### src/rtl/time_keeper.sv
// BCD hh:mm:ss timekeeper driven by divider ticks, with a set mode; HOUR12_EN selects the 12 h build.
// Latency: one clk from a sampled tick or inc pulse to the registered time and strobes.
// Backpressure: none; every tick is consumed, and ticks are discarded while set_mode is high.
module time_keeper #(
    parameter int TICK_DIV = 1
) (
    input  logic       clk,
    input  logic       rst_n,
    input  logic       tick,
    input  logic       set_mode,
    input  logic       inc_min,
    input  logic       inc_hr,
    output logic [7:0] sec,
    output logic [7:0] min,
    output logic [7:0] hr,
    output logic       pm,
    output logic       sec_pulse,
    output logic       day_wrap
);

    localparam logic [15:0] DIV_LAST = 16'(TICK_DIV - 1);

`ifdef HOUR12_EN
    localparam logic [7:0] HR_RESET = 8'h12;
`else
    localparam logic [7:0] HR_RESET = 8'h00;
`endif

    // Two-digit BCD increment that wraps from last back to first.
    function automatic logic [7:0] bcd_inc(input logic [7:0] v,
                                           input logic [7:0] last,
                                           input logic [7:0] first);
        logic [7:0] r;
        if (v == last)
            r = first;
        else if (v[3:0] == 4'd9)
            r = {v[7:4] + 4'd1, 4'd0};
        else
            r = {v[7:4], v[3:0] + 4'd1};
        return r;
    endfunction

    logic [15:0] prescale;
    logic        pm_q;
    logic        advance;
    logic        sec_wrap;
    logic        min_wrap;
    logic        hr_toggles_pm;
    logic        at_day_end;
    logic [7:0]  sec_next;
    logic [7:0]  min_next;
    logic [7:0]  hr_next;

    assign advance  = !set_mode && tick && (prescale == DIV_LAST);
    assign sec_wrap = (sec == 8'h59);
    assign min_wrap = (min == 8'h59);
    assign sec_next = bcd_inc(sec, 8'h59, 8'h00);
    assign min_next = bcd_inc(min, 8'h59, 8'h00);

`ifdef HOUR12_EN
    // 12 h clock: 12 -> 01 keeps the half-day, 11 -> 12 crosses noon/midnight.
    assign hr_next       = bcd_inc(hr, 8'h12, 8'h01);
    assign hr_toggles_pm = (hr == 8'h11);
    assign at_day_end    = (hr == 8'h11) && pm_q;
`else
    assign hr_next       = bcd_inc(hr, 8'h23, 8'h00);
    assign hr_toggles_pm = 1'b0;
    assign at_day_end    = (hr == 8'h23);
`endif

    assign pm = pm_q;

    always_ff @(posedge clk or negedge rst_n) begin
        if (!rst_n) begin
            prescale  <= '0;
            sec       <= 8'h00;
            min       <= 8'h00;
            hr        <= HR_RESET;
            pm_q      <= 1'b0;
            sec_pulse <= 1'b0;
            day_wrap  <= 1'b0;
        end else begin
            sec_pulse <= advance;
            day_wrap  <= advance && sec_wrap && min_wrap && at_day_end;
            if (set_mode) begin
                prescale <= '0;
                sec      <= 8'h00;
                if (inc_min)
                    min <= min_next;
                if (inc_hr) begin
                    hr   <= hr_next;
                    pm_q <= pm_q ^ hr_toggles_pm;
                end
            end else if (tick) begin
                prescale <= advance ? 16'd0 : prescale + 16'd1;
                if (advance) begin
                    sec <= sec_next;
                    if (sec_wrap) begin
                        min <= min_next;
                        if (min_wrap) begin
                            hr   <= hr_next;
                            pm_q <= pm_q ^ hr_toggles_pm;
                        end
                    end
                end
            end
        end
    end

endmodule

### config.mk
export PLATFORM = sky130hd
export DESIGN_NAME = time_keeper
export DESIGN_NICKNAME = d
export VERILOG_FILES = /design/src/rtl/time_keeper.sv
export SDC_FILE = /design/constraint.sdc
export NUM_CORES = 1
export LEC_CHECK = 0
export BUFFER_PORTS_ARGS = -buffer_cell sky130_fd_sc_hd__buf_2
export CAP_MARGIN = 20
export CORE_UTILIZATION = 29
export DETAILED_ROUTE_END_ITERATION = 10
export GPL_TIMING_DRIVEN = 0
export SYNTH_ARGS = -nofsm -noshare
export SYNTH_HDL_FRONTEND = slang
export SYNTH_SLANG_ARGS = --single-unit
### constraint.sdc
create_clock -name clk -period 1.9 [get_ports clk]
set_input_delay 0.19 -clock clk [delete_from_list [all_inputs] [get_ports clk]]
set_output_delay 0.19 -clock clk [all_outputs]
set_load 0.02 [all_outputs]
==> results.json, run 1 <==
{
  "coreArea_um2": 8260,
  "min_path_type": "in -> async",
  "vias": 2096,
  "synth_top_family_by_area": "simple AND/OR/NAND/NOR gates",
  "synth_seq_cells": 42,
  "finalNetCount": 344,
  "syn2layout_area_growth_pct": 29.1,
  "drt_iter0_drc": 85,
  "seq_area_frac_synth_pct": 42.1,
  "synth_cells": 259,
  "stdcell_area_um2": 3220,
  "hold_ws_ns": 0.0307,
  "synth_top_cell_area_share_pct": 42.1,
  "arrival_ns": 2.09,
  "end_kind": "register",
  "cp.required_ns": 2.09,
  "synthSimpleGateAreaFrac_pct": 27.6,
  "seqCellArea_um2": 1060,
  "ys_top_cells_by_area": "dfrtp_1, ha_1, nor2_1",
  "numCtsBuffers": 5,
  "cp_max_fo": 5,
  "critPathMaxStageDelay_ns": 0.45,
  "die_h_um": 94.8,
  "final_core_util_pct": 39.0,
  "portBuffers": 31,
  "avgSynthCellArea_um2": 9.64,
  "overflow": 0,
  "yosysTopAreaCell": "dfrtp_1",
  "fin_setup_tns_ns": -0.00736,
  "antenna_found_initial": 0,
  "cap_violations": 0,
  "skew_ns": 0.00395,
  "antenna_left": 0,
  "start_kind": "register",
  "max_slew_margin_pct": 36.9,
  "cp_cell_sequence": "nor4_4, and4_4, a32o_2, buf_6, and2_4, mux2_4",
  "drc_errors": 0,
  "synth-main-ff-cell": "dfrtp_1",
  "setup.worst_path.class": "reg -> reg",
  "fin_crit_ns": 1.91,
  "max_freq_ghz": 0.524,
  "synthArstFlopShare_pct": 100,
  "grt_pass1_vias": 1996,
  "hold_viol": 0,
  "synth_most_common_cell": "dfrtp_1",
  "gp_congestion": 0.793,
  "clk_latency_ns": 0.30,
  "place_area_um2": 2820,
  "timing.final.crit_share_pct": 100,
  "violations": "negative setup slack",
  "final_layout_size_suffix_gt1_share_pct": 37.5,
  "max_slew.worst_pin.slew_ns": 0.947,
  "setup_ws_ns": -0.00736,
  "fillCellCount": 827,
  "path_buf_inv": 1,
  "diodes": 0,
  "leakage_nw": 1.46,
  "start_util_pct": 30.2,
  "dp_hpwl_um": 3670,
  "cts_sinks": 42,
  "synth_compound_area_share_pct": 9.27,
  "firstDrtPassIters": 4,
  "io_pins": 33,
  "finalMaxSlewViolations": 0,
  "cts_tree": "done",
  "multiInputGateArea_um2": 1440,
  "crit_family": "simple AND/OR/NAND/NOR gates",
  "rsz0062_at_grt": "yes",
  "wl_per_cell_um": 13.0,
  "clk_pin_slew_ns": 0.08,
  "syn_nets": 279,
  "outcome": "complete, but fails checks",
  "grt_usage_pct": 12.8,
  "cellPowerDensity_nw_per_um2": 969,
  "final-setup-viol-count": 1,
  "clock_path_buffers": 2,
  "place_ws_ns": -0.175,
  "synth-edff-count": 0,
  "synthAdderAreaFrac_pct": 7.02,
  "viasPerCell": 4.87,
  "synthTopCellsByCount": "dfrtp_1, nor2_1, nand2_1",
  "grt_max_degree": 43,
  "core.rowCount": 33,
  "yosys.area_share.xor_xnor_pct": 4.91,
  "design.die.area_um2": 8980,
  "ir_drop_v": 0.000335,
  "synthMuxAreaShare_pct": 3.76,
  "netlist_area_um2": 2500,
  "root_buffer": "clkbuf_8",
  "die_w_um": 94.8,
  "yosysUniqueCellTypes": 57,
  "htree_levels": 2,
  "slowest_stage": "dfrtp_2",
  "routed_wl_um": 5600,
  "ys.warnings.count": 0,
  "grt_pass1_wl_um": 8940,
  "cts_hold_buf": 0
}
-- per-stage QoR --
step           cells  power [W]
3_5_place_dp     395    0.00235
4_1_cts          425    0.00311
3_3_place_gp     395    0.00233
2_1_floorplan    259    0.00202
5_1_grt          430    0.00337
6_report         430    0.00312
-- metal layers --
metal | wire length (um) | track usage (%) | up-vias | share of wire (%)
met5 | 0 | 0 | - | 0
met1 | 2690 | 16.0 | 1015 | 48
met3 | 205 | 3.46 | 9 | 3.7
met4 | 70 | 3.79 | 0 | 1.3
li1 | - | - | 1033 | -
met2 | 2630 | 21.5 | 39 | 47
-- cells by family after synthesis --
| kind of cell | after synthesis |
|---|---|
| DFF | 42 |
| muxes | 7 |
| AOI/OAI and AO/OA | 35 |
| other | 1 |
| buffers and inverters | 25 |
| adders and majority gates | 14 |
| and+or+nand+nor | 121 |
| xor gates and xnor gates | 14 |
-- layout by cell type, fill, tap and decap left out, types with 4 or more instances in the layout --
master and instances:
o21ai_0 6, buf_2 34, or3_1 5, nand3_1 12
ha_1 10, xor2_1 7, buf_4 27, dfrtp_1 36
nand4_1 6, nor2_1 30, clkbuf_8 6, o211ai_1 5
mux2_4 7, inv_1 10, buf_6 6, xnor2_1 7
clkbuf_1 4, a21oi_1 8, nand2_1 19, dfrtp_2 6
-- power by group --
part	leakage, nW	total (W)	internal [W]	switching (W)
combinational	0.864	0.00127	0.000605	0.000664
clock	0.0482	0.000604	0.000294	0.000311
sequential	0.546	0.00125	0.00106	0.000188
-- sequential cells by signal, summed over array words and instances (netlist names) --
| signal | count |
|---|---|
| day_wrap | 1 |
| hr | 8 |
| min | 8 |
| prescale | 16 |
| sec | 8 |
| sec_pulse | 1 |
-- worst paths after layout --
path	from	to	slack [ns]	cells after the start
worst min register to register	hr[7]	hr[7]	0.50	1
min in group clk	tick	prescale[15]	0.29	4
worst min-delay path	rst_n	min[2]	0.03	1
worst max register to register	prescale[13]	min[4]	-0.007	6
max in group asynchronous	rst_n	sec[1]	1.22	1
worst max-delay path	prescale[13]	min[4]	-0.007	6
-- layout make-up --
| cell class | count | area share (%) |
|---|---|---|
| multi-input combinational | 192 | 44.7 |
| clock buffer | 7 | 2.68 |
| clock inverter | 1 | 0.155 |
| sequential | 42 | 32.9 |
| inverter | 13 | 1.51 |
| timing repair buffer | 61 | 12.1 |
| tap | 105 | 4.08 |
| buffer | 9 | 1.94 |
-- worst register-to-register path, stage by stage (launching register included) --
cell and delay [ns]:
dfrtp_2 0.45, nor4_4 0.28, and4_4 0.29, a32o_2 0.20
buf_6 0.13, and2_4 0.15, mux2_4 0.29
-- what timing repair did --
item                                    in CTS  in global routing
gates resized for setup                     11                 21
pin swaps                                   10                  9
setup buffers                               21                  8
cloned                                       1                  0
hold endpoints to repair                     0                  0
endpoints found under the setup margin      14                 30
Power figures use the tool's default switching activity.
==> run 2, diff against run 1 <==
ABC_AREA = 1   (was default)
==> results.json, run 2 <==
{
  "firstDrtPassIters": 4,
  "setup.worst_path.class": "reg -> reg",
  "end_kind": "register",
  "synth_most_common_cell": "nand2_1",
  "layout_commonest_cell": "nand2_1",
  "largest_reg_flops": 16,
  "regMostFlops": "prescale",
  "synthArstFlopShare_pct": 100,
  "post_cts_buffers": 0,
  "yosysUniqueCellTypes": 34,
  "drc_errors": 0,
  "die_h_um": 99.8,
  "viasPerCell": 4.54,
  "grt_pass1_vias": 2380,
  "grt_max_degree": 43,
  "cp.required_ns": 2.09,
  "ir_drop_v": 0.000598,
  "routed_wl_um": 6210,
  "fin_setup_tns_ns": 0,
  "hold_ws_ns": 0.0387,
  "gp_congestion": 0.859,
  "min_path_type": "in -> async",
  "final_core_util_pct": 34.6,
  "htree_levels": 2,
  "cellPowerDensity_nw_per_um2": 865,
  "synth_top_cell_area_share_pct": 37.9,
  "hold_viol": 0,
  "synth_seq_cells": 42,
  "ys_top_cells_by_area": "dfrtp_1, nand2_1, ha_1",
  "clock_path_buffers": 2,
  "antenna_left": 0,
  "cp_max_fo": 10,
  "start_kind": "register",
  "grt_usage_pct": 13.6,
  "syn_nets": 385,
  "cts_resized": 0,
  "leakage_nw": 1.58,
  "timing.final.crit_share_pct": 90.4,
  "max_slew_margin_pct": 36.0,
  "numCtsBuffers": 5,
  "fillCellCount": 1012,
  "arrival_ns": 1.91,
  "synth-main-ff-cell": "dfrtp_1",
  "grt_pass1_wl_um": 11000,
  "seq_area_frac_synth_pct": 37.9,
  "diodes": 0,
  "setup_ws_ns": 0.183,
  "synth-edff-count": 0,
  "final-setup-viol-count": 0,
  "finalMaxSlewViolations": 0,
  "design.die.area_um2": 9960,
  "final_layout_size_suffix_gt1_share_pct": 17.3,
  "clk_pin_slew_ns": 0.08,
  "cts_tree": "done",
  "avgSynthCellArea_um2": 7.60,
  "coreArea_um2": 9240,
  "root_buffer": "clkbuf_8",
  "crit_start": "prescale[0]",
  "wl_per_cell_um": 11.6,
  "fin_crit_ns": 1.72,
  "clk_latency_ns": 0.30,
  "worstReg2RegStart": "prescale[0]",
  "skew_ns": 0.00311,
  "netlist_area_um2": 2770,
  "synthTopCellsByCount": "nand2_1, inv_1, dfrtp_1",
  "vias": 2418,
  "cap_violations": 0,
  "synth_cells": 365,
  "yosysTopAreaCell": "dfrtp_1",
  "max_slew.worst_pin.slew_ns": 0.960,
  "power_w": 0.00277,
  "outcome": "complete, no violations",
  "place_ws_ns": 0.204,
  "die_w_um": 99.8,
  "syn2layout_area_growth_pct": 15.2,
  "portBuffers": 31,
  "antenna_found_initial": 0,
  "cts_sinks": 42,
  "finalNetCount": 423,
  "io_pins": 33,
  "dp_hpwl_um": 4560,
  "max_freq_ghz": 0.582,
  "drt_iter0_drc": 128,
  "ys.warnings.count": 0,
  "final_cell_mix": "nand2_1, inv_1, dfrtp_1, nor2_1, nand3_1",
  "cts_hold_buf": 0,
  "overflow": 0,
  "core.rowCount": 35,
  "start_util_pct": 30.0,
  "rsz0062_at_grt": "no"
}
-- run 2: changes by cell type in the layout (fill, tap and decap cells not counted), moves of 10 or more --
| cell | delta |
|---|---|
| nand2_1 | +71 |
| inv_1 | +33 |
| buf_4 | -26 |
| nand3_1 | +21 |
| nand4_1 | +12 |
| nor3_1 | +11 |
| nor2_1 | +10 |
-- run 2: critical path, stage by stage, from the launching register on --
cell	delay [ns]
dfrtp_1	0.42
inv_1	0.10
ha_1	0.15
inv_1	0.05
nor2_2	0.10
nand3_1	0.11
nor2_2	0.11
nand2_2	0.09
nand2_4	0.13
buf_12	0.15
nand3_4	0.09
nand2_1	0.08
nand2_1	0.05
-- run 2: worst paths after layout --
path / endpoint / slack [ns] / depth (start not counted)
worst max-delay path: min[4] / 0.18 / 12
worst min-delay path: hr[5] / 0.04 / 1
worst min register to register: prescale[15] / 0.51 / 2
max in group asynchronous: prescale[12] / 1.27 / 1
min in group clk: prescale[12] / 0.23 / 3
worst max register to register: min[4] / 0.18 / 12
-- run 2: layer usage --
layer | GRT usage (%) | wire [um]
met4 | 4.86 | 127
met1 | 19.0 | 2950
met3 | 1.88 | 290
met2 | 21.6 | 2830
met5 | 0 | 0
-- run 2: power by group --
group	switching [W]	leakage (nW)	internal, W
Combinational	0.000529	0.956	0.000337
Clock	0.000321	0.0524	0.000394
Sequential	0.000170	0.572	0.00101
Total	0.00102	1.58	0.00175
-- run 2: layout make-up --
class | count | area (um^2) | share of cell area [%]
buffer | 6 | 65.1 | 2.04
clock inverter | 1 | 30.0 | 0.939
sequential | 42 | 1050 | 32.9
tap | 129 | 161 | 5.05
timing repair buffer | 31 | 155 | 4.85
inverter | 46 | 173 | 5.40
clock buffer | 7 | 76.3 | 2.39
multi-input combinational | 271 | 1490 | 46.5
-- run 2: logic make-up after synthesis --
| family | synth area share (%) |
|---|---|
| other cells | 0.135 |
| xor+xnor | 3.79 |
| simple gates | 38.3 |
| buf+inv | 8.57 |
| flops | 37.9 |
| compound gates | 4.96 |
| fa+ha+maj | 6.31 |
-- run 2: per-stage QoR --
step / instance area (um^2) / cells
5_1_grt: 3200 / 533
4_1_cts: 3200 / 533
2_1_floorplan: 2770 / 365
3_3_place_gp: 3090 / 525
3_5_place_dp: 3090 / 525
6_report: 3200 / 533
